[src/rtl/residue_alu_pipe.sv]
// Two-stage ALU lane with mod (2^MOD_W - 1) residue self-checking and valid/ready handshakes.
// Build with RESIDUE_CHECK_EN defined to include residue prediction, comparison and the error counter.

`ifndef SIZE_OPCODE_I
`define SIZE_OPCODE_I 6
`endif
`ifndef ADD
`define ADD   6'd1
`endif
`ifndef ADDU
`define ADDU  6'd2
`endif
`ifndef SUB
`define SUB   6'd3
`endif
`ifndef SUBU
`define SUBU  6'd4
`endif
`ifndef ADDI
`define ADDI  6'd5
`endif
`ifndef ADDIU
`define ADDIU 6'd6
`endif
`ifndef AND_
`define AND_  6'd7
`endif
`ifndef OR
`define OR    6'd8
`endif
`ifndef XOR
`define XOR   6'd9
`endif
`ifndef NOR
`define NOR   6'd10
`endif
`ifndef SLL
`define SLL   6'd11
`endif
`ifndef SRL
`define SRL   6'd12
`endif
`ifndef SRA
`define SRA   6'd13
`endif
`ifndef LUI
`define LUI   6'd14
`endif

module residue_alu_pipe #(
  parameter int DATA_W    = 32,
  parameter int IMM_W     = 16,
  parameter int MOD_W     = 5,
  parameter int TAG_W     = 8,
  parameter int ERR_CNT_W = 8
) (
  input  logic                      clk,
  input  logic                      reset_n,
  input  logic                      flush_i,
  input  logic                      in_valid_i,
  output logic                      in_ready_o,
  input  logic [`SIZE_OPCODE_I-1:0] opcode_i,
  input  logic [DATA_W-1:0]         data1_i,
  input  logic [DATA_W-1:0]         data2_i,
  input  logic [IMM_W-1:0]          immd_i,
  input  logic [TAG_W-1:0]          tag_i,
  input  logic                      inject_i,
  output logic                      out_valid_o,
  input  logic                      out_ready_i,
  output logic [DATA_W-1:0]         result_o,
  output logic [MOD_W-1:0]          resid_o,
  output logic [TAG_W-1:0]          tag_o,
  output logic                      overflow_o,
  output logic                      checked_o,
  output logic                      resid_err_o,
  output logic [ERR_CNT_W-1:0]      err_count_o
);

  localparam int NCHUNK = (DATA_W + MOD_W - 1) / MOD_W;

  // End-around-carry fold of a MOD_W+1 bit sum, with all-ones normalised to zero.
  function automatic logic [MOD_W-1:0] foldMod(input logic [MOD_W:0] s);
    logic [MOD_W-1:0] t;
    t = s[MOD_W-1:0] + MOD_W'(s[MOD_W]);
    return (&t) ? '0 : t;
  endfunction

  function automatic logic [MOD_W-1:0] residue(input logic [DATA_W-1:0] x);
    logic [NCHUNK*MOD_W-1:0] padded;
    logic [MOD_W-1:0]        acc;
    padded = (NCHUNK*MOD_W)'(x);
    acc    = '0;
    for (int i = 0; i < NCHUNK; i++)
      acc = foldMod({1'b0, acc} + {1'b0, padded[i*MOD_W +: MOD_W]});
    return acc;
  endfunction

  logic              s1Valid_q, s1Valid_d;
  logic [DATA_W-1:0] s1Result_q, s1Result_d;
  logic              s1Ovf_q, s1Ovf_d;
  logic [TAG_W-1:0]  s1Tag_q;
  logic              s2Valid_q, s2Valid_d;
  logic [DATA_W-1:0] s2Result_q;
  logic [MOD_W-1:0]  s2Resid_q, s2Resid_d;
  logic              s2Ovf_q;
  logic [TAG_W-1:0]  s2Tag_q;

  logic s2Adv, s1Adv, accept, s2Load;
  logic useImm, isSub, isSigned;
  logic [DATA_W-1:0] immSext, opB, addIn2, sum;
  logic [4:0] shamt;

  assign s2Adv      = ~s2Valid_q | out_ready_i;
  assign s1Adv      = ~s1Valid_q | s2Adv;
  assign in_ready_o = ~flush_i & s1Adv;
  assign accept     = in_valid_i & in_ready_o;
  assign s2Load     = s2Adv & s1Valid_q;

  always_comb begin
    immSext  = {{(DATA_W-IMM_W){immd_i[IMM_W-1]}}, immd_i};
    useImm   = (opcode_i == `ADDI) || (opcode_i == `ADDIU);
    isSub    = (opcode_i == `SUB)  || (opcode_i == `SUBU);
    isSigned = (opcode_i == `ADD)  || (opcode_i == `ADDI) || (opcode_i == `SUB);
    opB      = useImm ? immSext : data2_i;
    addIn2   = isSub ? ~opB : opB;
    sum      = data1_i + addIn2 + DATA_W'(isSub);
    shamt    = immd_i[4:0];
    s1Ovf_d  = isSigned & (data1_i[DATA_W-1] == addIn2[DATA_W-1])
                        & (sum[DATA_W-1] != data1_i[DATA_W-1]);
    case (opcode_i)
      `ADD, `ADDU, `SUB, `SUBU, `ADDI, `ADDIU: s1Result_d = sum;
      `AND_:   s1Result_d = data1_i & data2_i;
      `OR:     s1Result_d = data1_i | data2_i;
      `XOR:    s1Result_d = data1_i ^ data2_i;
      `NOR:    s1Result_d = ~(data1_i | data2_i);
      `SLL:    s1Result_d = data1_i << shamt;
      `SRL:    s1Result_d = data1_i >> shamt;
      `SRA:    s1Result_d = $signed(data1_i) >>> shamt;
      `LUI:    s1Result_d = DATA_W'(immd_i) << (DATA_W - IMM_W);
      default: s1Result_d = '0;
    endcase
    s1Result_d[0] = s1Result_d[0] ^ inject_i;
  end

  always_comb begin
    s1Valid_d = flush_i ? 1'b0 : (s1Adv ? accept : s1Valid_q);
    s2Valid_d = flush_i ? 1'b0 : (s2Adv ? s1Valid_q : s2Valid_q);
    s2Resid_d = residue(s1Result_q);
  end

`ifdef RESIDUE_CHECK_EN
  localparam logic [MOD_W-1:0] WRAP = MOD_W'(2 ** (DATA_W % MOD_W));

  function automatic logic [MOD_W-1:0] modAdd(input logic [MOD_W-1:0] a, input logic [MOD_W-1:0] b);
    return foldMod({1'b0, a} + {1'b0, b});
  endfunction

  function automatic logic [MOD_W-1:0] modSub(input logic [MOD_W-1:0] a, input logic [MOD_W-1:0] b);
    return modAdd(a, ~b);
  endfunction

  logic [MOD_W-1:0]     s1Pred_q, s1Pred_d, finalPred;
  logic                 s1Cout_q, s1Cout_d, s1IsSub_q, s1Checked_q, s1Checked_d;
  logic                 s2Checked_q, s2Err_q, s2Err_d;
  logic [ERR_CNT_W-1:0] errCount_q, errCount_d;

  // Stage 1 predicts from operand residues only; the carry-out correction is applied in stage 2.
  always_comb begin
    s1Cout_d    = (data1_i[DATA_W-1] & addIn2[DATA_W-1])
                | ((data1_i[DATA_W-1] ^ addIn2[DATA_W-1])
                   & (sum[DATA_W-1] ^ data1_i[DATA_W-1] ^ addIn2[DATA_W-1]));
    s1Pred_d    = isSub ? modSub(residue(data1_i), residue(opB))
                        : modAdd(residue(data1_i), residue(opB));
    s1Checked_d = (opcode_i == `ADD) || (opcode_i == `ADDU) || (opcode_i == `SUB)
               || (opcode_i == `SUBU) || (opcode_i == `ADDI) || (opcode_i == `ADDIU);
  end

  always_comb begin
    if (s1IsSub_q) finalPred = s1Cout_q ? s1Pred_q : modAdd(s1Pred_q, WRAP);
    else           finalPred = s1Cout_q ? modSub(s1Pred_q, WRAP) : s1Pred_q;
    s2Err_d    = s1Checked_q & (s2Resid_d != finalPred);
    errCount_d = errCount_q;
    if (s2Valid_q & out_ready_i & s2Err_q & ~(&errCount_q))
      errCount_d = errCount_q + ERR_CNT_W'(1);
  end

  always_ff @(posedge clk or negedge reset_n) begin
    if (!reset_n) begin
      s1Pred_q    <= '0;
      s1Cout_q    <= 1'b0;
      s1IsSub_q   <= 1'b0;
      s1Checked_q <= 1'b0;
      s2Checked_q <= 1'b0;
      s2Err_q     <= 1'b0;
      errCount_q  <= '0;
    end else begin
      errCount_q <= errCount_d;
      if (accept) begin
        s1Pred_q    <= s1Pred_d;
        s1Cout_q    <= s1Cout_d;
        s1IsSub_q   <= isSub;
        s1Checked_q <= s1Checked_d;
      end
      if (s2Load) begin
        s2Checked_q <= s1Checked_q;
        s2Err_q     <= s2Err_d;
      end
    end
  end

  assign checked_o   = s2Checked_q;
  assign resid_err_o = s2Err_q;
  assign err_count_o = errCount_q;
`else
  assign checked_o   = 1'b0;
  assign resid_err_o = 1'b0;
  assign err_count_o = '0;
`endif

  always_ff @(posedge clk or negedge reset_n) begin
    if (!reset_n) begin
      s1Valid_q  <= 1'b0;
      s1Result_q <= '0;
      s1Ovf_q    <= 1'b0;
      s1Tag_q    <= '0;
      s2Valid_q  <= 1'b0;
      s2Result_q <= '0;
      s2Resid_q  <= '0;
      s2Ovf_q    <= 1'b0;
      s2Tag_q    <= '0;
    end else begin
      s1Valid_q <= s1Valid_d;
      s2Valid_q <= s2Valid_d;
      if (accept) begin
        s1Result_q <= s1Result_d;
        s1Ovf_q    <= s1Ovf_d;
        s1Tag_q    <= tag_i;
      end
      if (s2Load) begin
        s2Result_q <= s1Result_q;
        s2Resid_q  <= s2Resid_d;
        s2Ovf_q    <= s1Ovf_q;
        s2Tag_q    <= s1Tag_q;
      end
    end
  end

  assign out_valid_o = s2Valid_q;
  assign result_o    = s2Result_q;
  assign resid_o     = s2Resid_q;
  assign tag_o       = s2Tag_q;
  assign overflow_o  = s2Ovf_q;

endmodule

[config.mk]
export PLATFORM = sky130hd
export DESIGN_NAME = residue_alu_pipe
export DESIGN_NICKNAME = d
export VERILOG_FILES = /design/src/rtl/residue_alu_pipe.sv
export SDC_FILE = /design/constraint.sdc
export NUM_CORES = 1
export LEC_CHECK = 0
export ABC_AREA = 1
export BUFFER_PORTS_ARGS = -buffer_cell sky130_fd_sc_hd__buf_2
export CAP_MARGIN = 20
export CORE_MARGIN = 5
export CORE_UTILIZATION = 36
export CTS_CLUSTER_SIZE = 10
export DETAILED_ROUTE_END_ITERATION = 8
export GPL_TIMING_DRIVEN = 0
export SLEW_MARGIN = 20
export SYNTH_ARGS = -nofsm -noshare
export SYNTH_HDL_FRONTEND = slang
export SYNTH_SLANG_ARGS = --single-unit
[constraint.sdc]
create_clock -name clk -period 11.2 [get_ports clk]
set_input_delay 0 -clock clk [delete_from_list [all_inputs] [get_ports clk]]
set_output_delay 0 -clock clk [all_outputs]
set_load 0.03 [all_outputs]
# After elaboration in Yosys (flattened, before gate mapping)
# Index checks and enable logic that the tools add are counted.
[totals] reg_bits=89 input_bits=100 output_inout_bits=58 elab_cells=86
[classes] add_sub_neg=14 eq_ne=16 shift=3 n_mux=14 bitwise_logic=16 n_reduce_logical=14
[ops] cell="$pmux 32 s9" count=1
[ops] cell="$mux 32" count=2
[ops] cell="$not 32->32" count=2
[ops] cell="$eq 6x4->1 const B" count=7
[ops] cell="$mux 5" count=7
[ops] cell="$reduce_and 5->1" count=7
[ops] cell="$add 32x1->32" count=1
[ops] cell="$add 32x32->32" count=1
[ops] cell="$and 32x32->32" count=1
[ops] cell="$or 32x32->32" count=1
[ops] cell="$shl 32x5->32" count=1
[ops] cell="$shr 32x5->32" count=1
[ops] cell="$sshr 32x5->32" count=1
[ops] cell="$xor 32x32->32" count=1
[ops] cell="$add 5x1->5" count=6
[ops] cell="$add 5x5->6" count=5
[ops] cell="$eq 6x3->1 const B" count=4
[ops] cell="$eq 6x2->1 const B" count=2
[ops] cell="$add 5x2->6" count=1
[ops] cell="$eq 6x1->1 const B" count=1
[ops] cell="$reduce_or 6->1" count=1
[ops] cell="$and 1x1->1" count=5
[ops] cell="$logic_or 1x1->1" count=4
[ops] cell="$mux 1" count=4
[ops] cell="6 further kinds" count=10

# Logic depth before layout (Yosys ltp)
[logic_depth] ltp_word=26 mapped_depth=87 ltp_nobuf=87

# Worst setup path after synthesis
# No wires, ideal clock.
[synth_path] path_kind="register -> register" start="register s1Result_q[0]" end="register s2Resid_q[0] (netlist: resid_o[0])" setup_time_ns=0.117 arrival_time_ns=11.998 t_required_ns=11.083 setup_slack_ns=-0.915 stages_incl_launch_ff=84 n_path_buf=0 period_less_slack_ns=12.115 cell_sequence="dfrtp_1 > inv_1 > nor4_1 > inv_1 > nor2_1 > nor2_1 > ha_1 > a21oi_1 > and2_1 > inv_1 > a21oi_1 > o21bai_1 > ha_1 > ha_1 > xnor2_1 > nor4_1 > inv_1 > nor2_1 > [48 not listed] > nand2_1 > inv_2 > nand3_1 > nor2_1 > nand2_2 > inv_1 > nor2_1 > ha_1 > a21o_1 > nand4_1 > nor2_1 > ha_1 > ha_1 > nand2_1 > nor2_2 > nand4_1 > nand2_1 > nand2_1"
[synth_between] elab_chain_len=26
[synth_lines] item="start, declared" line_no="99" rtl="logic [DATA_W-1:0] s1Result_q, s1Result_d;"
[synth_lines] item="start signal, assigned" line_no="235" rtl="s1Result_q <= s1Result_d;"
[synth_lines] item="$reduce_and 5->1" line_no="85" rtl="return (&t) ? '0 : t;"
[synth_lines] item="$mux 5 (*)" line_no="85"
[synth_lines] item="$add 5x5->6 (*)" line_no="94" rtl="acc = foldMod({1'b0, acc} + {1'b0, padded[i*MOD_W +: MOD_W]});"
[synth_lines] item="$add 5x1->5 (*)" line_no="84" rtl="t = s[MOD_W-1:0] + MOD_W'(s[MOD_W]);"
[synth_lines] item="$reduce_and 5->1" line_no="85"
[synth_lines] item="$mux 5 (*)" line_no="85"
[synth_lines] item="$add 5x5->6 (*)" line_no="94"
[synth_lines] item="$add 5x1->5 (*)" line_no="84"
[synth_lines] item="[10 not listed]"
[synth_lines] item="$add 5x5->6 (*)" line_no="94"
[synth_lines] item="$add 5x1->5 (*)" line_no="84"
[synth_lines] item="$reduce_and 5->1" line_no="85"
[synth_lines] item="$mux 5 (*)" line_no="85"
[synth_lines] item="$add 5x2->6 (*)" line_no="94"
[synth_lines] item="$add 5x1->5 (*)" line_no="84"
[synth_lines] item="$reduce_and 5->1" line_no="85"
[synth_lines] item="$mux 5 (*)" line_no="85"
[synth_lines] item="end signal, assigned" line_no="241" rtl="s2Resid_q <= s2Resid_d;"
[synth_lines] item="end, declared" line_no="104" rtl="logic [MOD_W-1:0] s2Resid_q, s2Resid_d;"
# Mark *: on every way between the ends. The rest lies on a longest branch, timed or not.
# A chain may end at the register's enable or synchronous reset.

# Worst setup path in the final report
[layout_path] start="register s1Result_q[1]" end="register s2Resid_q[3] (netlist: resid_o[3])"
# The elaborated chain is that of the path after synthesis.

==> metrics.txt <==
placed cells 2,767; cell taking the most area after synthesis nand2_1; CTS tree built; Clock Skew 0.00918 ns; drt pass-1 iters 6; Routed Antenna Nets 0; post-route setup TNS -5.34 ns; setup ws final -1.08 ns; area of the core around 36,000 µm²; GR Util All Layers 31.5%; synth unique cells 58; top cells by count, synth 655 x nand2_1, 236 x o21ai_0, 221 x inv_1, 151 x nor2_1, 133 x ha_1; final net count 2,623; first-pass GRT wire length approximately 97,000 µm; number of max-cap violations 0; detailed-route vias per instance 5.64; total congestion overflow 0; RR Startpoint s1Result_q[1]; DP Wirelength 54,700 µm; Sink Count 89; Synth Area per Inst 6.13 µm²; Post-synth top flop dfrtp_1; required time of the critical path around 11 ns; Flop pwr share 19.5%; Fin. Hold Viols 0; hold crit path type input port to register; initial DRC count 1,542; Crit Path Max Fanout 4; FF+latch count, synth 89; H-tree Lvls 3; crit path capture type register; warnings from Yosys 0; Reg clk slew, reported paths 0.07 ns; Hold Startpoint out_ready_i; failing checks negative setup slack; reg2reg path depth 84; largest cells by area after synthesis nand2_1 19%, dfrtp_1 17%, ha_1 13%; area delta synth->final 21.2%; RSZ-0062 raised after global routing yes; Post-Route Utilization about 44%; critical path launch point type register; share of flip-flops with an asynchronous set or reset 100%; initial antenna violation count 0; count leader, synth nand2_1; Pint 1.04 mW; Sw Share 49.1%; worst vdd ir 0.0904 mV; Row Count 70; Starting Density 36.2%; post-layout min period 12.28 ns; period utilization 110%; crit path DAT 12.52 ns; latest clock arrival within the worst-skew pair 0.34 ns; P_sw around 1 mW; Worst slew margin 31.8%; power per cell area 128 nW/µm²; fillers between 3,000 and 4,000; Synth top area share roughly a fifth; crit path launch s1Result_q[1]; maximum clock insertion buffer count 2; I/O pin count 158; Final setup viols 5; Clk pwr share between 10 and 15%; Port Buf Inserts 144; wire per inst 23.4 µm; TritonCTS Buffers 9; proportion of layout cells with a drive suffix above 1 17.1%; CP max stage delay 0.34 ns; vias in the first global route 15,300; Die ar. 40,500 µm²; DR DRC count 0; worst slew pin tran around 1.0 ns; largest net degree at the start of global routing 52; WS Path Type register to register; width of the die between 200 and 250 µm; CTS Root Cell clkbuf_16; Max Clk Rate ~0.081 GHz; antenna cells 0; final wirelength 66,800 µm; Synth Instances around 2,100; CP max stage cell dfrtp_1; combinational share of power 65.7%; leakage power about 8 nW; status finished, violations left; die height 201 µm; Non-Filler Instances 2,856; Vias approximately 16,000; Seq/Total Area, Yosys 16.9%; gpl congestion ~1.1; Hold Path Depth 6; number of enable flip-flop cells after synthesis 0; max-slew violation count 0; synthesized cell area 13,200 µm²
[routing by layer]
layer / share of wire (%) / track usage, % / up-vias
li1: - / - / 7535
met1: 41 / 42.4 / 7500
met2: 43 / 49.0 / 901
met3: 10 / 6.80 / 175
met4: 5.1 / 13.1 / 0
met5: 0 / 0 / -
[path summary, 6_finish.rpt]
kind	to	slack [ns]
setup / recovery	resid_o[3]	-1.08
hold / removal	s1Valid_q	0.06
setup reg to reg	resid_o[3]	-1.08
hold reg to reg	tag_o[7]	0.47
max in group asynchronous	s1Result_q[3]	10.39
min in group asynchronous	resid_o[3]	0.17
[timing repair]
| item | CTS | global route |
|---|---|---|
| gates resized for setup | 38 | 38 |
| hold buffers | 13 | 0 |
| buffers inserted | 47 | 16 |
| endpoints found under the hold margin | 49 | 0 |
| setup endpoints to repair | 5 | 5 |
| pin swaps | 50 | 38 |
[registers in the layout (all words and copies together), names as in the netlist]
signal,flops
result_o,32
s1Result_q,32
s1Tag_q,8
tag_o,8
resid_o,5
out_valid_o,1
overflow_o,1
s1Ovf_q,1
s1Valid_q,1
[critical path, delay by kind of cell (launching register included)]
family | cells | cell delay, ns
compound gates | 14 | 1.57
buf+inv | 16 | 1.04
xor+xnor | 2 | 0.35
fa+ha+maj | 18 | 4.32
simple gates | 34 | 4.57
flops | 1 | 0.34
[per-stage QoR]
stage	hold slack, ns	power (mW)	setup slack [ns]	cell area, µm²
2_1_floorplan	-0.296	1.15	-0.514	13400
6_report	0.0577	2.03	-1.08	15900
5_1_grt	0.0828	2.19	-1.84	15900
3_3_place_gp	0.183	1.44	-1.30	14700
3_5_place_dp	0.0235	1.45	-1.55	14700
4_1_cts	0.0583	1.91	-0.821	15600
[kinds of logic after synthesis]
group,share of synthesized area [%]
AO/OA/AOI/OAI,20.9
XOR/XNOR,4.06
adder cells (fa/ha/maj),13.7
buffers and inverters,10.7
flip-flops,16.9
multiplexers,1.22
other,0.0285
AND/OR/NAND/NOR,32.5
[layout make-up]
type	instances	area (µm²)	area share, %
buffer	105	524	3.29
inverter	232	886	5.56
timing repair buffer	218	1340	8.37
clock buffer	10	239	1.50
sequential	89	2230	14.0
clock inverter	6	56.3	0.353
multi-input combinational	1728	10100	63.3
tap	468	586	3.67
[placed cells by master (no fill, tap or decap), drive strengths merged, types with 2 or more instances in the layout]
cell type,n
nand2,673
o21ai,270
buf,261
inv,235
nor2,158
ha,133
nand3,117
a21oi,112
dfrtp,89
clkbuf,59
xor2,51
or2,18
nand4,16
mux2i,16
nor3,15
a221oi,14
dlygate4sd3,13
o21a,12
o211ai,12
o21bai,11
o2111ai,11
conb,10
xnor2,10
a211oi,9
a31oi,8
a22o,7
fa,7
nor4,7
nand3b,6
a21o,6
o221ai,5
and2,5
o22ai,3
clkinv,2
[power by group through the flow]
stage / Sequential, mW / Combinational (mW) / Clock (mW)
after floorplan: 0.456 / 0.692 / 0
after global placement: 0.401 / 1.04 / 0
after detailed placement: 0.401 / 1.05 / 0
after CTS: 0.397 / 1.21 / 0.307
after global routing: 0.403 / 1.47 / 0.319
final: 0.397 / 1.34 / 0.301
No activity file was read; power rests on OpenSTA's default activity.
